File: config.mk
export PLATFORM = sky130hd
export DESIGN_NAME = expr_vector_sequencer
export DESIGN_NICKNAME = d
export VERILOG_FILES = /design/src/rtl/expr_vector_sequencer.sv
export SDC_FILE = /design/constraint.sdc
export NUM_CORES = 1
export LEC_CHECK = 0
export BUFFER_PORTS_ARGS = -buffer_cell sky130_fd_sc_hd__buf_4
export CAP_MARGIN = 30
export CORE_MARGIN = 2
export CORE_UTILIZATION = 45
export CTS_CLUSTER_SIZE = 16
export DETAILED_ROUTE_END_ITERATION = 16
export PLACE_DENSITY = 0.72
export SLEW_MARGIN = 10
export SYNTH_ARGS = -nofsm -noshare
export SYNTH_HDL_FRONTEND = slang
export SYNTH_SLANG_ARGS = --single-unit
File: constraint.sdc
create_clock -name clk -period 3.2 [get_ports clk]
set_clock_uncertainty 0.1 [all_clocks]
set_input_delay 0.64 -clock clk [delete_from_list [all_inputs] [get_ports clk]]
set_output_delay 0.64 -clock clk [all_outputs]
set_load 0.01 [all_outputs]
File: src/rtl/expr_vector_sequencer.sv
// expr_vector_sequencer: LFSR operand generator, settle/capture sequencer and MISR signature for the expression datapath
// Ports:
//   clk, rst_n          clock, asynchronous active-low reset
//   start, abort        begin a run (IDLE/DONE only), cancel a run (highest priority)
//   seed, vec_count     LFSR seed and number of vectors for the run
//   op_bus, op_valid    operand vector to the datapath and its drive qualifier
//   dut_y               datapath result, sampled in CAPTURE
//   busy, done          run in progress, run complete with valid signature
//   vec_done, signature vectors captured so far and MISR value
// Option EXPR_SEQ_RESULT_STREAM_EN adds res_valid/res_ready/res_data: each captured
// result is offered on a ready/valid stream and the run stalls until it is taken.
module expr_vector_sequencer #(
    parameter int               OPW       = 60,
    parameter int               RESW      = 90,
    parameter int               CNTW      = 16,
    parameter int               SETTLE    = 1,
    parameter logic [OPW-1:0]   LFSR_TAPS = 60'hC00000000000000,
    parameter logic [RESW-1:0]  MISR_TAPS = 90'h30000000000000000000014
) (
    input  logic             clk,
    input  logic             rst_n,
    input  logic             start,
    input  logic             abort,
    input  logic [OPW-1:0]   seed,
    input  logic [CNTW-1:0]  vec_count,
    output logic [OPW-1:0]   op_bus,
    output logic             op_valid,
    input  logic [RESW-1:0]  dut_y,
    output logic             busy,
    output logic             done,
    output logic [CNTW-1:0]  vec_done,
    output logic [RESW-1:0]  signature
`ifdef EXPR_SEQ_RESULT_STREAM_EN
    ,
    output logic             res_valid,
    input  logic             res_ready,
    output logic [RESW-1:0]  res_data
`endif
);
    localparam int SW = SETTLE > 1 ? $clog2(SETTLE) : 1;
    localparam logic [SW-1:0] WLOAD = SW'(SETTLE > 0 ? SETTLE - 1 : 0);

    typedef enum logic [2:0] {IDLE, DRIVE, WAIT, CAPTURE, RESULT, DONE} state_t;

    state_t          state, nxt;
    logic [OPW-1:0]  lfsr;
    logic [CNTW-1:0] rem;
    logic [SW-1:0]   wcnt;
    logic            launch;
    logic [OPW-1:0]  lfsr_adv;
    logic [RESW-1:0] sig_adv;

    assign launch   = (state == IDLE || state == DONE) && start;
    assign lfsr_adv = {lfsr[OPW-2:0], ^(lfsr & LFSR_TAPS)};
    assign sig_adv  = {signature[RESW-2:0], ^(signature & MISR_TAPS)} ^ dut_y;
    assign op_valid = state == DRIVE || state == WAIT || state == CAPTURE;
    assign busy     = op_valid || state == RESULT;
    assign done     = state == DONE;
`ifdef EXPR_SEQ_RESULT_STREAM_EN
    assign res_valid = state == RESULT;
`endif

    always_ff @(posedge clk or negedge rst_n)
        if (!rst_n) state <= IDLE;
        else state <= nxt;

    always_comb begin
        nxt = state;
        case (state)
            IDLE, DONE: nxt = start ? (vec_count == '0 ? DONE : DRIVE) : state;
            DRIVE:      nxt = SETTLE > 0 ? WAIT : CAPTURE;
            WAIT:       nxt = wcnt == '0 ? CAPTURE : WAIT;
`ifdef EXPR_SEQ_RESULT_STREAM_EN
            CAPTURE:    nxt = RESULT;
            RESULT:     nxt = res_ready ? (rem == '0 ? DONE : DRIVE) : RESULT;
`else
            CAPTURE:    nxt = rem == CNTW'(1) ? DONE : DRIVE;
`endif
            default:    nxt = IDLE;
        endcase
        if (abort) nxt = IDLE;
    end

    // op_bus only changes when a new vector is launched, so it stays stable through
    // WAIT/CAPTURE (and any result stall) and keeps the last vector in DONE.
    always_ff @(posedge clk or negedge rst_n) begin
        if (!rst_n) begin
            lfsr      <= '0;
            op_bus    <= '0;
            rem       <= '0;
            wcnt      <= '0;
            vec_done  <= '0;
            signature <= '0;
`ifdef EXPR_SEQ_RESULT_STREAM_EN
            res_data  <= '0;
`endif
        end else if (!abort) begin
            if (launch) begin
                lfsr      <= seed == '0 ? OPW'(1) : seed;
                op_bus    <= seed == '0 ? OPW'(1) : seed;
                rem       <= vec_count;
                vec_done  <= '0;
                signature <= '0;
            end
            if (state == DRIVE) wcnt <= WLOAD;
            if (state == WAIT) wcnt <= wcnt - 1'b1;
            if (state == CAPTURE) begin
                signature <= sig_adv;
                vec_done  <= &vec_done ? vec_done : vec_done + 1'b1;
                lfsr      <= lfsr_adv;
                rem       <= rem - 1'b1;
`ifdef EXPR_SEQ_RESULT_STREAM_EN
                res_data  <= dut_y;
`else
                if (rem != CNTW'(1)) op_bus <= lfsr_adv;
`endif
            end
`ifdef EXPR_SEQ_RESULT_STREAM_EN
            if (state == RESULT && res_ready && rem != '0) op_bus <= lfsr;
`endif
        end
    end
endmodule

==> impl_metrics.env <==
export IMPL_critical_path_class="flip-flop to flip-flop"
export IMPL_clock_path_buffers=3
export IMPL_period_share=0.772
export IMPL_worstPathRequired_ns=3.53
export IMPL_rows=58
export IMPL_dp_slack_ns=0.637
export IMPL_tns_ns=0
export IMPL_core_area_um2=25300
export IMPL_grt_pass1_vias=10000
export IMPL_switching_share=0.318
export IMPL_dieHeight_um=165
export IMPL_dpl_hpwl_mm=23.4
export IMPL_dieArea_um2=27200
export IMPL_synth_top_flop_cell="dfrtp_1"
export IMPL_cp_start_kind="flip-flop"
export IMPL_htreeDepth=1
export IMPL_cts_sinks=246
export IMPL_seqPwrFrac=0.423
export IMPL_first_pass_iters=5
export IMPL_postCtsSetupBuffers=0
export IMPL_syn_area_per_cell_um2=9.17
export IMPL_r2r_worst_path_cells=5
export IMPL_r2r_start="state[1]"
export IMPL_max_freq_ghz=0.405
export IMPL_power_switching_uw=3530
export IMPL_drv_slew=0
export IMPL_dieWidth_um=165
export IMPL_hold_viol_final=0
export IMPL_finalSetupViolations=0
export IMPL_grt_max_degree=179
export IMPL_status="finished, final reports clean"
export IMPL_drc=0
export IMPL_groute_usage_overall=0.249
export IMPL_ys_types=55
export IMPL_async_reset_ff_frac=1.00
export IMPL_rsz0062_at_grt="false"
export IMPL_drt_wl_total_mm=34.5
export IMPL_grt_pass1_wl_mm=54.0
export IMPL_crit_arrival_ns=2.80
export IMPL_maxSlewHeadroom=0.437
export IMPL_num_vias=10600
export IMPL_regToRegSetupSlack_ns=0.73
export IMPL_vias_per_cell=5.52
export IMPL_ys_seq_elements=246
export IMPL_timing_rr_end="rem[13]"
export IMPL_ctsHoldBuffers=0
export IMPL_diodes=0
export IMPL_clk_latency_ns=0.54
export IMPL_layout_min_cycle_time_ns=2.47
export IMPL_antenna_found_initial=0
export IMPL_fin_ws_ns=0.731
export IMPL_drt_iter0_drc=845
export IMPL_io_pins=339
export IMPL_nFillCells=2151
export IMPL_grt_overflow=0
export IMPL_worst_hold_path_type="input port to asynchronous set/reset pin"
export IMPL_pwr_share_comb=0.258
export IMPL_globalplace_congestion=0.846
export IMPL_cap_violations=0
export IMPL_cts_root_buf="clkbuf_16"
export IMPL_internal_power_uw=7560
export IMPL_fin_hold_ws_ns=0.0150
export IMPL_cts_tree="done"
export IMPL_layout_common_cells="buf_4 (342), nand2_1 (263), dfrtp_1 (246)"
export IMPL_start_util=0.461
export IMPL_p_leak_uw=0.00720
export IMPL_cts_resized=0
export IMPL_path_max_fanout=62
export IMPL_syn2layout_area_growth_pct=33.5
export IMPL_synth_cells=1272
export IMPL_synth_area_um2=11700
export IMPL_ys_seq_area_frac=0.528
export IMPL_ant_nets=0
export IMPL_cts_buffers=29
export IMPL_endpoint_kind="flip-flop"
export IMPL_synth_net_count=1445
export IMPL_wl_per_cell_um=18.0
export IMPL_path_clk_slew_ns=0.06
export IMPL_power_frac_clock=0.319
export IMPL_layout_commonest_cell="buf_4"
export IMPL_pwr_density_cell_nw_per_um2=712
export IMPL_ir_drop_mv=0.432
export IMPL_synth_warnings=0
export IMPL_drive_gt1_frac=0.263
export IMPL_tightest_slew_ns=0.845
export IMPL_layout_nets=1737
export IMPL_synth_edff_count=0
export IMPL_io_buffers=338
[worst max path at each step]
stage               depth (start not counted)  startpoint  slack, ns          end
floorplan                                   5       abort       1.03  vec_done[8]
global placement                            6       abort       0.63  vec_done[7]
detailed placement                          6       abort       0.64  vec_done[7]
CTS                                         3    state[1]       0.77         busy
global route                                5    state[1]       0.57      rem[13]
finish                                      5    state[1]       0.73      rem[13]
[worst max-delay path, cell delays in order (launching register included)]
cell and delay, ns:
dfrtp_1 0.65, and3b_2 0.45, buf_4 0.62, nand2_1 0.14, o32ai_1 0.24, a21oi_1 0.10
[registers in the layout, summed over array words and instances (netlist names)]
signal and flops:
wcnt 1, signature 90, op_bus 60, state 3, vec_done 16, lfsr 60, rem 16
[power groups by stage]
stage | logic [uW] | clock network (uW) | registers (uW)
finish | 2860 | 3540 | 4700
global route | 3170 | 3720 | 4820
CTS | 2890 | 3590 | 4690
detailed placement | 2880 | 0 | 4730
global placement | 2790 | 0 | 4710
floorplan | 1330 | 0 | 4780
[logic make-up after synthesis]
logic type / count (synthesis) / share of synthesized area
fa+ha+maj: 3 / 0.00322
flops: 246 / 0.528
simple gates: 532 / 0.198
mux: 3 / 0.00268
xor+xnor: 107 / 0.0810
compound gates: 282 / 0.150
buf+inv: 99 / 0.0366
[synthesized netlist by cell type (all sizes together) (2+ instances only)]
library cell	instances	area [um^2]
buf	39	201
nor3	9	50.1
o22ai	4	25.0
dfrtp	246	6160
a31oi	67	419
nor2	100	375
or4	3	22.5
o31ai	3	27.5
xnor2	101	885
mux2i	2	20.0
nand2b	2	12.5
or3	3	18.8
o22a	6	52.6
nand2	263	987
nand3	103	515
and4	3	28.8
a21oi	18	90.1
o211ai	5	37.5
nor2b	2	12.5
clkbuf	53	199
nand4	8	50.1
ha	3	37.5
o21ai	106	534
and3	5	31.3
a211oi	4	30.0
nor4	24	150
xor2	6	60.1
inv	7	26.3
a22oi	60	450
[per-layer routing]
metal	share of wire	GRT usage
met5	0	0
met4	0.034	0.0885
met3	0.065	0.0392
met2	0.48	0.397
met1	0.42	0.347
[stage by stage]
step,std cells,total power (uW),utilization,area (um^2)
6_report,1917,11100,0.615,15600
3_3_place_gp,1862,7510,0.572,14500
4_1_cts,1917,11200,0.615,15600
3_5_place_dp,1863,7610,0.573,14500
2_1_floorplan,1272,6110,-,11700
5_1_grt,1917,11700,0.615,15600
[cell type report]
class | count | area (um^2) | area share
Tap cell | 330 | 413 | 0.0265
Timing Repair Buffer | 353 | 2790 | 0.179
Inverter | 7 | 26.3 | 0.00169
Sequential cell | 246 | 6160 | 0.395
Multi-Input combinational cell | 927 | 5140 | 0.330
Clock buffer | 44 | 912 | 0.0586
Clock inverter | 10 | 138 | 0.00884
Note: power is estimated with default switching activity, not from simulation.
